`src/rtl/mem_port_arbiter_if.sv`:
```
// Signal bundle around the shared data-RAM port: CPU requester, host loader and RAM side.
// The slave modport is the arbiter's view; master is the environment's view.
interface mem_port_arbiter_if #(
    parameter int ADDR_W = 8,
    parameter int DATA_W = 8
);
    logic              cpu_req;
    logic              cpu_we;
    logic [ADDR_W-1:0] cpu_addr;
    logic [DATA_W-1:0] cpu_wdata;
    logic              cpu_ack;
    logic [DATA_W-1:0] cpu_rdata;
    logic              host_req;
    logic              host_we;
    logic [ADDR_W-1:0] host_addr;
    logic [DATA_W-1:0] host_wdata;
    logic              host_ack;
    logic [DATA_W-1:0] host_rdata;
    logic              host_lock;
    logic              mem_en;
    logic              mem_we;
    logic [ADDR_W-1:0] mem_addr;
    logic [DATA_W-1:0] mem_wdata;
    logic [DATA_W-1:0] mem_rdata;
    logic              owner;
    logic              busy;

    modport slave (
        input  cpu_req, cpu_we, cpu_addr, cpu_wdata,
        output cpu_ack, cpu_rdata,
        input  host_req, host_we, host_addr, host_wdata,
        output host_ack, host_rdata,
        input  host_lock,
        output mem_en, mem_we, mem_addr, mem_wdata,
        input  mem_rdata,
        output owner, busy
    );

    modport master (
        output cpu_req, cpu_we, cpu_addr, cpu_wdata,
        input  cpu_ack, cpu_rdata,
        output host_req, host_we, host_addr, host_wdata,
        input  host_ack, host_rdata,
        output host_lock,
        input  mem_en, mem_we, mem_addr, mem_wdata,
        output mem_rdata,
        input  owner, busy
    );
endinterface

```
`src/rtl/mem_port_arbiter.sv`:
```
// Single-port data-RAM arbiter between CPU and host loader: one access in flight,
// IDLE -> ACCESS -> WAIT -> RESP sequencing, host priority with a CPU starvation guard.
module mem_port_arbiter #(
    parameter int ADDR_W   = 8,
    parameter int DATA_W   = 8,
    parameter int RD_LAT   = 1,
    parameter int HOST_MAX = 4
) (
    input  logic              clock,
    input  logic              reset,
    mem_port_arbiter_if.slave bus
);
    localparam logic [1:0] ST_IDLE   = 2'd0;
    localparam logic [1:0] ST_ACCESS = 2'd1;
    localparam logic [1:0] ST_WAIT   = 2'd2;
    localparam logic [1:0] ST_RESP   = 2'd3;

    localparam int STRK_W = $clog2(HOST_MAX + 1);
    localparam int CNT_W  = (RD_LAT > 2) ? $clog2(RD_LAT) : 1;
    localparam logic [STRK_W-1:0] STRK_MAX  = STRK_W'(HOST_MAX);
    localparam logic [CNT_W-1:0]  WAIT_LOAD = (RD_LAT > 1) ? CNT_W'(RD_LAT - 2) : {CNT_W{1'b0}};

    logic [1:0]        r_state;
    logic [CNT_W-1:0]  r_wait_cnt;
    logic [STRK_W-1:0] r_streak;
    logic              r_owner;
    logic              r_we;
    logic [ADDR_W-1:0] r_addr;
    logic [DATA_W-1:0] r_wdata;
    logic [DATA_W-1:0] r_cpu_rdata;
    logic [DATA_W-1:0] r_host_rdata;

    logic              w_cpu_elig;
    logic              w_any_req;
    logic              w_host_wins;
    logic [STRK_W-1:0] w_next_streak;
    logic              w_resp_rd;

    // Grant decision: host wins unless the CPU has already waited HOST_MAX host grants.
    always_comb begin
        w_cpu_elig  = bus.cpu_req & ~bus.host_lock;
        w_any_req   = bus.host_req | w_cpu_elig;
        w_host_wins = bus.host_req & ~(w_cpu_elig & (r_streak == STRK_MAX));
        if (w_host_wins && w_cpu_elig) begin
            if (r_streak == STRK_MAX) begin
                w_next_streak = STRK_MAX;
            end else begin
                w_next_streak = r_streak + STRK_W'(1);
            end
        end else begin
            w_next_streak = {STRK_W{1'b0}};
        end
    end

    // Sequencer: latch the winner's request at grant, then step through the RAM access.
    always_ff @(posedge clock or negedge reset) begin
        if (!reset) begin
            r_state      <= ST_IDLE;
            r_wait_cnt   <= {CNT_W{1'b0}};
            r_streak     <= {STRK_W{1'b0}};
            r_owner      <= 1'b0;
            r_we         <= 1'b0;
            r_addr       <= {ADDR_W{1'b0}};
            r_wdata      <= {DATA_W{1'b0}};
            r_cpu_rdata  <= {DATA_W{1'b0}};
            r_host_rdata <= {DATA_W{1'b0}};
        end else begin
            case (r_state)
                ST_IDLE: begin
                    if (w_any_req) begin
                        r_state  <= ST_ACCESS;
                        r_owner  <= w_host_wins;
                        r_streak <= w_next_streak;
                        if (w_host_wins) begin
                            r_we    <= bus.host_we;
                            r_addr  <= bus.host_addr;
                            r_wdata <= bus.host_wdata;
                        end else begin
                            r_we    <= bus.cpu_we;
                            r_addr  <= bus.cpu_addr;
                            r_wdata <= bus.cpu_wdata;
                        end
                    end else begin
                        r_state <= ST_IDLE;
                    end
                end
                ST_ACCESS: begin
                    if (RD_LAT > 1) begin
                        r_state    <= ST_WAIT;
                        r_wait_cnt <= WAIT_LOAD;
                    end else begin
                        r_state <= ST_RESP;
                    end
                end
                ST_WAIT: begin
                    if (r_wait_cnt == {CNT_W{1'b0}}) begin
                        r_state <= ST_RESP;
                    end else begin
                        r_wait_cnt <= r_wait_cnt - CNT_W'(1);
                    end
                end
                ST_RESP: begin
                    r_state <= ST_IDLE;
                    if (!r_we) begin
                        if (r_owner) begin
                            r_host_rdata <= bus.mem_rdata;
                        end else begin
                            r_cpu_rdata <= bus.mem_rdata;
                        end
                    end
                end
                default: begin
                    r_state <= ST_IDLE;
                end
            endcase
        end
    end

    // RAM data arrives in RESP, so read data bypasses to the owner while its ack is high.
    assign w_resp_rd      = (r_state == ST_RESP) & ~r_we;
    assign bus.cpu_rdata  = (w_resp_rd & ~r_owner) ? bus.mem_rdata : r_cpu_rdata;
    assign bus.host_rdata = (w_resp_rd & r_owner) ? bus.mem_rdata : r_host_rdata;
    assign bus.cpu_ack    = (r_state == ST_RESP) & ~r_owner;
    assign bus.host_ack   = (r_state == ST_RESP) & r_owner;
    assign bus.mem_en     = (r_state == ST_ACCESS);
    assign bus.mem_we     = (r_state == ST_ACCESS) & r_we;
    assign bus.mem_addr   = r_addr;
    assign bus.mem_wdata  = r_wdata;
    assign bus.owner      = r_owner;
    assign bus.busy       = (r_state != ST_IDLE);
endmodule

```
`src/flat_wrapper.sv`:
```
// flat-port wrapper written by rule: the top's interface ports become plain ports
module mem_port_arbiter_flat 
#(
    parameter int ADDR_W   = 8,
    parameter int DATA_W   = 8,
    parameter int RD_LAT   = 1,
    parameter int HOST_MAX = 4
)
  (clock, reset, bus_cpu_req, bus_cpu_we, bus_cpu_addr, bus_cpu_wdata, bus_cpu_ack, bus_cpu_rdata, bus_host_req, bus_host_we, bus_host_addr, bus_host_wdata, bus_host_ack, bus_host_rdata, bus_host_lock, bus_mem_en, bus_mem_we, bus_mem_addr, bus_mem_wdata, bus_mem_rdata, bus_owner, bus_busy);
  mem_port_arbiter_if #(.ADDR_W(ADDR_W), .DATA_W(DATA_W)) bus_i ();
  input  logic clock;
  input  logic reset;
  input wire logic [$bits(bus_i.cpu_req)-1:0] bus_cpu_req;
  input wire logic [$bits(bus_i.cpu_we)-1:0] bus_cpu_we;
  input wire logic [$bits(bus_i.cpu_addr)-1:0] bus_cpu_addr;
  input wire logic [$bits(bus_i.cpu_wdata)-1:0] bus_cpu_wdata;
  output wire logic [$bits(bus_i.cpu_ack)-1:0] bus_cpu_ack;
  output wire logic [$bits(bus_i.cpu_rdata)-1:0] bus_cpu_rdata;
  input wire logic [$bits(bus_i.host_req)-1:0] bus_host_req;
  input wire logic [$bits(bus_i.host_we)-1:0] bus_host_we;
  input wire logic [$bits(bus_i.host_addr)-1:0] bus_host_addr;
  input wire logic [$bits(bus_i.host_wdata)-1:0] bus_host_wdata;
  output wire logic [$bits(bus_i.host_ack)-1:0] bus_host_ack;
  output wire logic [$bits(bus_i.host_rdata)-1:0] bus_host_rdata;
  input wire logic [$bits(bus_i.host_lock)-1:0] bus_host_lock;
  output wire logic [$bits(bus_i.mem_en)-1:0] bus_mem_en;
  output wire logic [$bits(bus_i.mem_we)-1:0] bus_mem_we;
  output wire logic [$bits(bus_i.mem_addr)-1:0] bus_mem_addr;
  output wire logic [$bits(bus_i.mem_wdata)-1:0] bus_mem_wdata;
  input wire logic [$bits(bus_i.mem_rdata)-1:0] bus_mem_rdata;
  output wire logic [$bits(bus_i.owner)-1:0] bus_owner;
  output wire logic [$bits(bus_i.busy)-1:0] bus_busy;
  assign bus_i.cpu_req = bus_cpu_req;
  assign bus_i.cpu_we = bus_cpu_we;
  assign bus_i.cpu_addr = bus_cpu_addr;
  assign bus_i.cpu_wdata = bus_cpu_wdata;
  assign bus_cpu_ack = bus_i.cpu_ack;
  assign bus_cpu_rdata = bus_i.cpu_rdata;
  assign bus_i.host_req = bus_host_req;
  assign bus_i.host_we = bus_host_we;
  assign bus_i.host_addr = bus_host_addr;
  assign bus_i.host_wdata = bus_host_wdata;
  assign bus_host_ack = bus_i.host_ack;
  assign bus_host_rdata = bus_i.host_rdata;
  assign bus_i.host_lock = bus_host_lock;
  assign bus_mem_en = bus_i.mem_en;
  assign bus_mem_we = bus_i.mem_we;
  assign bus_mem_addr = bus_i.mem_addr;
  assign bus_mem_wdata = bus_i.mem_wdata;
  assign bus_i.mem_rdata = bus_mem_rdata;
  assign bus_owner = bus_i.owner;
  assign bus_busy = bus_i.busy;
  mem_port_arbiter #(.ADDR_W(ADDR_W), .DATA_W(DATA_W), .RD_LAT(RD_LAT), .HOST_MAX(HOST_MAX)) u_core (.clock(clock), .reset(reset), .bus(bus_i));
endmodule
```
`config.mk`:
```
export PLATFORM = sky130hd
export DESIGN_NAME = mem_port_arbiter_flat
export DESIGN_NICKNAME = d
export VERILOG_FILES = /design/src/rtl/mem_port_arbiter_if.sv /design/src/rtl/mem_port_arbiter.sv /design/src/flat_wrapper.sv
export SDC_FILE = /design/constraint.sdc
export NUM_CORES = 1
export LEC_CHECK = 0
export CAP_MARGIN = 10
export CORE_MARGIN = 8
export CORE_UTILIZATION = 44
export DETAILED_ROUTE_END_ITERATION = 12
export PLACE_DENSITY = 0.81
export SYNTH_ARGS = -nofsm -noshare
export SYNTH_HDL_FRONTEND = slang
export SYNTH_SLANG_ARGS = --single-unit
export TNS_END_PERCENT = 10
```
`constraint.sdc`:
```
create_clock -name clock -period 2.1 [get_ports clock]
set_input_delay 0.21 -clock clock [delete_from_list [all_inputs] [get_ports clock]]
set_output_delay 0.21 -clock clock [all_outputs]
set_load 0.1 [all_outputs]
```
==> results.cfg <==
[clock_tree]
clkTransAtPathRegs_ps = 80
cts_tree = built
cts_root_buffer = clkbuf_8
worstSkewPairLatency_ps = 290
cts.sinks = 39
cts_buffers = 5
cts_buffer_depth = 2
cts-htree-levels = 2

[setup_path]
max_stage_delay_ps = 390
cpMostUsedCell = buf_12
reg2regPathDepth = 6
cp_num_buf_inv = 2
critPathTopFamily = flip-flops
cp.arrival_ps = 1820
cp_max_fo = 15
r2r-end = u_core.bus.mem_addr[1]
crit_slowest_cell = dfrtp_1
cp_data_required_time_ps = 1890
r2r_start = u_core.r_state[0]
critPathCaptureType = primary output
start_kind = register
path_cells = ha_1 > nor2b_4 > nor2b_2 > buf_12 > mux2_4 > buf_12
reg2reg_slack_ps = 350
crit_type = reg -> out

[global_route]
grt_pass1_wl_um = 9501
grt.busiest_layer = met2
grtUsageMet1_pct = 19.58
grt_max_degree = 47
grt-ovfl-total = 0
met2_usage_pct = 24.49
antenna_found_initial = 0
grt_pass1_vias = 1871
grt_util_met3_pct = 7.163
grt.total_usage_pct = 16.07

[sta]
worstMarginPinSlew_ps = 484.5
skew_ps = 2.662
drv_slew = 0
finalCritPeriodShare_pct = 96.70
hold_viol_final = 0
layout_min_cycle_time_ps = 2031
rsz0062_at_grt = no
relSlewSlack_pct = 67.58
postLayoutSetupSlackWorst_ps = 69.29
setup_viol = 0
finalSetupTns_ps = 0
max_freq_mhz = 492.4

[job]
max_cap_violations = 0

[synth]
synth_top_area_share_pct = 45.09
synth-xor-area-share_pct = 0
synth_top_family_by_area = compound AO/OA/AOI/OAI gates
ys_warn_count = 0
synth_most_common_cell = dfrtp_1
ys.flop_type = dfrtp_1
syn_avg_cell_area_um2 = 11.83
netlist_area_um2 = 2165
synth_top_area_cell = dfrtp_1
syn-num-nets = 236
synth_seq_area_share_pct = 45.09
syn_inst = 183
synth_area_leaders = dfrtp_1, mux2_2, o221ai_2, o22a_1, a21boi_0
yosysUniqueCellTypes = 30
synth-simple-area-share_pct = 7.803
synth_compound_area_share_pct = 24.74
synth_edf_count = 0
synthAdderAreaFrac_pct = 3.468
synthMuxAreaShare_pct = 13.01
synth_commonest_cells = dfrtp_1, mux2_2, nand2_1
async_flop_share_pct = 100.0
ys_ff_latch = 39

[drt]
wirelength_um = 5709
drtAntennaViolNets = 0
wl_per_cell_um = 16.94
drt_drc_violations_left = 0
num_vias = 1749
drtIter0Drc = 38
avgViaCountPerCell = 5.190
drt_pass1_iterations = 4

[placement]
io_buffer_count = 84
hpwl_um = 4374
dp.cells = 324
pre_cts_slack_ps = 149.3
place_congestion = 0.7426

[floorplanning]
dieArea_um2 = 7420
die_h_um = 86.14
core_um2 = 4723
start_util_pct = 45.83
ioPinCount = 85
dieWidth_um = 86.14
placementRows = 25

[final_layout]
syn2layout_area_growth_pct = 55.84
fillerInstances = 352
drive_gt1_share_pct = 37.41
finalNonFillerCells = 337
layout.nets = 322
antenna_cells = 0

[min_path]
hold_path_class = in -> reg
hold_end = u_core.r_state[0]
min_from = bus_host_req
min_delay_path_depth = 3

[run_status]
status = finished clean
[sequential cells by signal, summed over array words and instances (netlist names)]
register,cells
u_core.bus.mem_addr,8
u_core.r_state,2
u_core.bus.mem_wdata,8
u_core.bus.owner,1
u_core.r_host_rdata,8
u_core.r_we,1
u_core.r_streak,3
u_core.r_cpu_rdata,8
[placed cells by master, fill, tap and decap left out, types with 2 or more instances in the layout]
| cell | count |
|---|---|
| clkbuf_8 | 5 |
| inv_1 | 5 |
| dfrtp_1 | 38 |
| buf_12 | 21 |
| mux2_2 | 17 |
| mux2_4 | 8 |
| o221ai_1 | 7 |
| nor2_1 | 2 |
| nand2_1 | 18 |
| and2_1 | 2 |
| ha_1 | 6 |
| o221ai_2 | 10 |
| o22a_1 | 17 |
| buf_4 | 29 |
| clkdlybuf4s50_1 | 44 |
| buf_2 | 2 |
| a21boi_0 | 17 |
| nor2b_2 | 2 |
| a21oi_1 | 2 |
[layout make-up]
class	instances	area, um2	area share (%)
clock buffer	6	72.57	2.151
clock inverter	2	12.51	0.3709
inverter	5	18.77	0.5564
multi-input combinational	121	1107	32.83
sequential	39	979.7	29.04
tap	67	83.83	2.485
timing repair buffer	97	1099	32.57
[worst max path at each step]
stage / from / endpoint / cells past startpoint
6_report: u_core.r_state[0] / bus_cpu_rdata[2] / 6
4_1_cts: u_core.r_state[0] / bus_cpu_rdata[2] / 6
3_5_place_dp: u_core.r_state[0] / bus_host_rdata[5] / 5
2_1_floorplan: u_core.bus.owner / bus_cpu_rdata[0] / 5
3_3_place_gp: u_core.r_state[0] / bus_host_rdata[6] / 5
5_1_grt: u_core.r_state[0] / bus_cpu_rdata[2] / 6
[layer usage]
metal	part of all wire (%)	wire length [um]
met4	0.86	49
met1	45	2558
met5	0	0
met3	9.2	525
met2	45	2576
[logic make-up (layout without fill, tap and decap cells)]
kind of cell	count (synthesis)	in the layout
flip-flops	39	39
adder cells (fa/ha/maj)	6	6
buffers and inverters	23	110
multiplexers	25	25
AO/OA/AOI/OAI	58	58
AND/OR/NAND/NOR	32	32
[worst reg2reg max path, delay by kind of cell, from the launching register on]
kind                       cells  cell delay [ps]
AOI/OAI and AO/OA              2              330
DFF                            1              390
buffers and inverters          3              510
adders and majority gates      1              420
[per-stage QoR]
stage	util, %	cell area, um2	hold WS (ps)
CTS	70.78	3343	313.1
floorplan	-	2205	-85.59
detailed placement	68.56	3238	166.3
finish	71.42	3373	321.5
global placement	68.56	3238	160.6
global route	71.42	3373	341.8
[timing repair]
action / CTS / global route
hold endpoints to repair: 16 / 0
setup buffers: 0 / 4
hold buffers: 1 / 0
gates resized for setup: 3 / 0
setup endpoints to repair: 16 / 16
Power is left out: the tool's default activity adds up to more than one toggle a clock period on the data nets, which glitch-free logic cannot reach.
